$ cat src/rtl/regbank_mux.sv
// Register bank with one write port and two registered read ports.
// Reads bypass a same-cycle legal write; out-of-range accesses read as zero and raise a sticky err.
module regbank_mux #(
  parameter int WIDTH    = 16,
  parameter int DEPTH    = 16,
  parameter bit ZERO_REG = 1'b0,
  localparam int AW      = (DEPTH > 1) ? $clog2(DEPTH) : 1
) (
  input  logic             clk,
  input  logic             rst_n,
  input  logic             wen,
  input  logic [AW-1:0]    waddr,
  input  logic [WIDTH-1:0] wdata,
  input  logic             ren_a,
  input  logic [AW-1:0]    raddr_a,
  output logic [WIDTH-1:0] rdata_a,
  output logic             rvalid_a,
  input  logic             ren_b,
  input  logic [AW-1:0]    raddr_b,
  output logic [WIDTH-1:0] rdata_b,
  output logic             rvalid_b,
  output logic             err
);

  // One extra bit so DEPTH itself is representable when DEPTH is a power of two.
  localparam logic [AW:0] DEPTH_W = DEPTH[AW:0];

  logic [WIDTH-1:0] mem_q [DEPTH];

  logic [AW-1:0]    raddr [2];
  logic [1:0]       ren;
  logic [1:0]       raddr_ok;
  logic             waddr_ok;
  logic             wr_ok;

  logic [WIDTH-1:0] rdata_q [2];
  logic [WIDTH-1:0] rdata_d [2];
  logic [1:0]       rvalid_q;
  logic [1:0]       rvalid_d;
  logic             err_q;
  logic             err_d;

  always_comb begin
    raddr[0] = raddr_a;
    raddr[1] = raddr_b;
    ren      = {ren_b, ren_a};
    waddr_ok = ({1'b0, waddr} < DEPTH_W);
    // A write to the hardwired-zero register is dropped without flagging an error.
    wr_ok    = wen && waddr_ok && !(ZERO_REG && (waddr == '0));
    err_d    = err_q | (wen & ~waddr_ok);
    raddr_ok = '0;
    rvalid_d = '0;
    for (int p = 0; p < 2; p++) begin
      raddr_ok[p] = ({1'b0, raddr[p]} < DEPTH_W);
      err_d       = err_d | (ren[p] & ~raddr_ok[p]);
      rvalid_d[p] = ren[p];
      rdata_d[p]  = rdata_q[p];
      if (ren[p]) begin
        rdata_d[p] = '0;
        if (!raddr_ok[p] || (ZERO_REG && (raddr[p] == '0))) begin
          rdata_d[p] = '0;
        end else if (wr_ok && (waddr == raddr[p])) begin
          rdata_d[p] = wdata;
        end else begin
          for (int i = 0; i < DEPTH; i++) begin
            if (raddr[p] == AW'(i)) rdata_d[p] = mem_q[i];
          end
        end
      end
    end
  end

  always_ff @(posedge clk or negedge rst_n) begin
    if (!rst_n) begin
      for (int i = 0; i < DEPTH; i++) mem_q[i] <= '0;
    end else begin
      for (int i = 0; i < DEPTH; i++) begin
        if (wr_ok && (waddr == AW'(i))) mem_q[i] <= wdata;
      end
    end
  end

  always_ff @(posedge clk or negedge rst_n) begin
    if (!rst_n) begin
      for (int p = 0; p < 2; p++) rdata_q[p] <= '0;
      rvalid_q <= '0;
      err_q    <= 1'b0;
    end else begin
      for (int p = 0; p < 2; p++) rdata_q[p] <= rdata_d[p];
      rvalid_q <= rvalid_d;
      err_q    <= err_d;
    end
  end

  assign rdata_a  = rdata_q[0];
  assign rdata_b  = rdata_q[1];
  assign rvalid_a = rvalid_q[0];
  assign rvalid_b = rvalid_q[1];
  assign err      = err_q;

endmodule

$ cat config.mk
export PLATFORM = sky130hd
export DESIGN_NAME = regbank_mux
export DESIGN_NICKNAME = d
export VERILOG_FILES = /design/src/rtl/regbank_mux.sv
export SDC_FILE = /design/constraint.sdc
export NUM_CORES = 1
export LEC_CHECK = 0
export BUFFER_PORTS_ARGS = -buffer_cell sky130_fd_sc_hd__buf_4
export CORE_MARGIN = 2
export CORE_UTILIZATION = 40
export DETAILED_ROUTE_END_ITERATION = 8
export PLACE_DENSITY = 0.69
export SLEW_MARGIN = 20
export SYNTH_ARGS = -nofsm -noshare
export SYNTH_HDL_FRONTEND = slang
export SYNTH_SLANG_ARGS = --single-unit
$ cat constraint.sdc
create_clock -name clk -period 1.7 [get_ports clk]
set_input_delay 0.17 -clock clk [delete_from_list [all_inputs] [get_ports clk]]
set_output_delay 0.17 -clock clk [all_outputs]
set_load 0.01 [all_outputs]
* Word level (Yosys, flattened, before mapping) *
Index checks and enable logic that the tools add are counted.

storage, ports and cells
  register bits after elaboration = 290
  input bits = 33
  output and inout port bits = 35
  word-level logic and storage cells = 121

operators by class
  eq/ne operators = 47
  mux-type cells = 34
  reduce and logical (&&, ||, !) cells = 21

operators with widths
  kind                                            count
  two-way mux 16 bit                              34
  == test 4 bit (second input constant)           24
  == test 4 x 3 -> 1 bit (second input constant)  12
  == test 4 x 2 -> 1 bit (second input constant)  6
  logical AND 1 bit                               18
  == test 4 x 1 -> 1 bit (second input constant)  3
  logical NOT 4 bit                               3
  == test 4 bit                                   2

* Longest topological paths before layout *
  depth in word-level cells = 18
  gate-level depth with buffers = 10
  mapped depth without buffers = 6

* Worst setup path after synthesis *
Ideal clock, no wire load.

  path type = input port to flip-flop
  start point = input raddr_a[1]
  end point = register rdata_q (netlist bit rdata_a[11])
  setup time = 0.142 ns
  arrival = 1.514 ns
  data required time = 1.558 ns
  path slack = 0.044 ns
  cell stages on the path = 6
  path buffers = 1
  path through = buf_2 > mux4_2 > nand2_1 > a21oi_1 > a2111oi_0 > a211oi_1

on the way
  longest elaborated chain between the ends = 18
  elaborated cells on any way between the ends = 35
  those cells by class = 16 x eq/ne; 17 x mux; 2 x reduce/logical

ends and longest elaborated chain
  what                              RTL line  text
  start: declaration                15        input logic [AW-1:0] raddr_a,
  logical NOT 4 bit                 66        if (raddr[p] == AW'(i)) rdata_d[p] = mem_q[i];
  two-way mux 16 bit (16 in a row)  66
  two-way mux 16 bit *              62        end else if (wr_ok && (waddr == raddr[p])) begin
  end: declaration                  36        logic [WIDTH-1:0] rdata_q [2];

Every way passes the cells marked *; elsewhere a longest branch is shown, timed or not.
A chain may end at the register's enable or synchronous reset.

* Worst setup path after layout *
  start point = register mem_q[54] (netlist name)
  end point = register rdata_q (netlist bit rdata_a[6])

on the way
  longest elaborated chain between the ends = 5

ends and longest elaborated chain
  what                              RTL line  text
  start: declaration                28        logic [WIDTH-1:0] mem_q [DEPTH];
  start signal: indexed assignment  78        if (wr_ok && (waddr == AW'(i))) mem_q[i] <= wdata;
  two-way mux 16 bit (4 in a row)   66
  two-way mux 16 bit                62

Every way passes these cells.

==> flow_summary.yaml <==
yosys:
  ys_ff_latch: 290
  synth_compound_area_share_pct: 12.7
  ys_async_sr_fraction_pct: 100
  synthFlopType: "dfrtp_1"
  syn_nets: 1432
  yosys.area_share.simple_pct: 8.56
  synthAdderAreaFrac_pct: 0
  yosysWarnings: 0
  yosys-mux-area-fraction_pct: 28.9
  synth-edff-count: 0
  ys_types: 77
  syn-cell-area_um2: 16200
  synth_top_family_by_area: "multiplexers"
  yosys.area_share.xor_xnor_pct: 0.431
  ys_seq_area_share_pct: 44.7
  syn_inst: 1399
  syn_avg_cell_area_um2: 11.6
timing:
  slew_viol_final: 0
  rsz0062_at_grt: "true"
  hold_violations: 0
  layout_setup_ws_ns: -0.0729
  period_share_pct: 104
  finalCriticalPeriod_ns: 1.77
  worst_clock_skew_ns: 0.0104
  setup_viol: 3
  whs_ns: 0.0157
  fmax_ghz: 0.564
detailed_routing:
  num_vias: 13699
  detail_route.vias_per_cell: 6.21
  drt_pass1_iterations: 5
  routedWlPerCell_um: 26.8
  wl_met2_mm: 26.6
  drc: 0
  met1_length_mm: 24.1
  wl_met3_mm: 5.54
  drt-initial-drc-count: 1464
  ant_nets: 0
  wirelength_mm: 59.1
  routed.top_layer: "met5"
flow_run:
  max_cap_viol_count: 0
cells_and_area:
  final_nets: 1691
  final_common_cell: "buf_4"
  area_delta_synth_final_pct: 28.1
  drive_gt1_share_pct: 45.7
  n_antenna_cell: 0
  mostFrequentLayoutCells: "buf_4, dfrtp_1, mux2_2"
  fin_cells: 2205
cts:
  htreeDepth: 2
  clkTransAtPathRegs_ns: 0.06
  cts_buffers: 34
  clk_latency_ns: 0.53
  cts_tree: "yes"
  clockRootBuffer: "clkbuf_16"
  cts_sinks: 290
  cts_max_path_buffers: 3
floorplanning:
  die-width_um: 206
  core.rowCount: 73
  dieArea_um2: 42200
  core_area_um2: 39900
  fp.dieH_um: 206
  pin_count: 68
  start_util_pct: 40.7
hold_path:
  min-delay-path-class: "input port to register"
setup_path:
  cp_max_fo: 3
  cp.buffers_inverters: 1
  required_ns: 2.10
  cp_cell_sequence: "mux2_4 > a221oi_4 > a211oi_2 > a2111oi_4 > buf_4 > a211oi_2"
  cp-start-kind: "register"
  cp-end-kind: "register"
  crit_path_top_delay_cell: "a2111oi_4"
  critical_path_class: "register to register"
  path_delay_family: "compound AO/OA/AOI/OAI gates"
  crit_top_cell: "a211oi_2"
  arrival_ns: 2.17
  reg2reg_slack_ns: -0.07
  max_stage_delay_ns: 0.42
placement:
  place_worst_setup_slack_ns: -0.614
  dpl.cell_count: 2148
  dp_hpwl_mm: 41.9
  gp_congestion: 0.963
  port_buffers: 66
global_route:
  grt_start_max_net_pins: 51
  antenna_found_initial: 1
  grt_pass1_wl_mm: 89.7
  grt_pass1_vias: 13986
  grt_use_total_pct: 28.5
  grt.overflow.total: 0
pwr:
  p_seq_share_pct: 41.8
  p_int_mw: 16.4
  power_frac_clock_pct: 32.4
  powerDensity_nw_per_um2: 1120
  p_leak_nw: 8.88
  power_switching_mw: 6.91
  power_switching_share_pct: 29.6
  ir_drop_mv: 0.550
  comb_power_share_pct: 25.8
outcome:
  run_status: "complete, but fails checks"
  violations: "negative setup slack"
## worst register-to-register path: stages (launching register included)
cell       delay (ns)
dfrtp_1          0.39
mux2_4           0.29
a221oi_4         0.25
a211oi_2         0.08
a2111oi_4        0.42
buf_4            0.18
a211oi_2         0.03
## cell families after synthesis
logic type             Yosys count
multiplexers                   372
AND/OR/NAND/NOR                295
AO/OA/AOI/OAI                  293
flip-flops                     290
buffers and inverters          140
XOR/XNOR                         8
other                            1
## power by group through the flow
stage / Clock [mW] / Sequential (mW) / Combinational, mW
final: 7.57 / 9.76 / 6.02
after CTS: 7.66 / 9.70 / 5.84
after detailed placement: 0 / 9.78 / 5.71
after floorplan: 0 / 9.40 / 3.34
after global routing: 7.94 / 9.93 / 6.44
after global placement: 0 / 9.70 / 5.56
## area by class of cell
cell class | instances | area [um^2]
clock buffer | 47 | 1000
clock inverter | 11 | 139
fill | 3401 | 19100
inverter | 10 | 37.5
multi-input combinational | 969 | 8590
sequential | 290 | 7260
tap | 525 | 657
timing repair buffer | 353 | 3120
## metal layers
layer | global-route usage (%) | vias up
li1 | - | 5782
met1 | 38.5 | 6907
met2 | 43.9 | 829
met3 | 5.97 | 179
met4 | 13.1 | 2
met5 | 0 | -
## worst paths after layout
check | from | end | cells past startpoint
setup / recovery | mem_q[54]$_DFFE_PN0P_ | rdata_a[6]$_DFFE_PN0P_ | 6
hold / removal | wdata[14] | rdata_a[14]$_DFFE_PN0P_ | 3
setup reg to reg | mem_q[54]$_DFFE_PN0P_ | rdata_a[6]$_DFFE_PN0P_ | 6
hold reg to reg | mem_q[117]$_DFFE_PN0P_ | mem_q[117]$_DFFE_PN0P_ | 1
max in group asynchronous | rst_n | mem_q[61]$_DFFE_PN0P_ | 3
min in group asynchronous | rst_n | mem_q[227]$_DFFE_PN0P_ | 2
## what timing repair did
item | CTS | global route
pin swaps | 18 | 31
setup endpoints to repair | 12 | 18
hold buffers | 2 | 0
gates resized for setup | 32 | 40
endpoints found under the hold margin | 99 | 0
setup buffers | 2 | 2
## per-stage QoR
stage	cell area (um^2)	util, %	setup TNS [ns]	power, mW
2_1_floorplan	16200	-	0	12.7
3_3_place_gp	19300	48.4	-7.73	15.3
3_5_place_dp	19300	48.4	-8.47	15.5
4_1_cts	20600	51.6	-0.0692	23.2
5_1_grt	20800	52.1	-0.673	24.3
6_report	20800	52.1	-0.196	23.4
## synth_stat cells, types with 16 or more instances
cell	n	share of area, %
mux2i_1	46	2.8
o21ai_0	70	2.2
o22ai_1	23	0.89
nand2b_1	29	1.1
buf_2	47	1.4
nand3_1	16	0.49
nand2_1	75	1.7
mux4_2	49	6.8
buf_4	23	1.1
dfrtp_1	290	45
o211ai_1	16	0.74
a211oi_1	31	1.4
mux2_1	33	2.3
clkbuf_1	39	0.90
nor2b_1	23	0.89
mux2_2	242	17
a31oi_1	19	0.73
nor2_1	106	2.4
a21oi_1	25	0.77
## registers in the layout (all words and copies together) (netlist names)
signal / count
mem_q: 256
rdata_a: 16
rdata_b: 16
rvalid_q: 2
(Power assumes the default switching activity.)
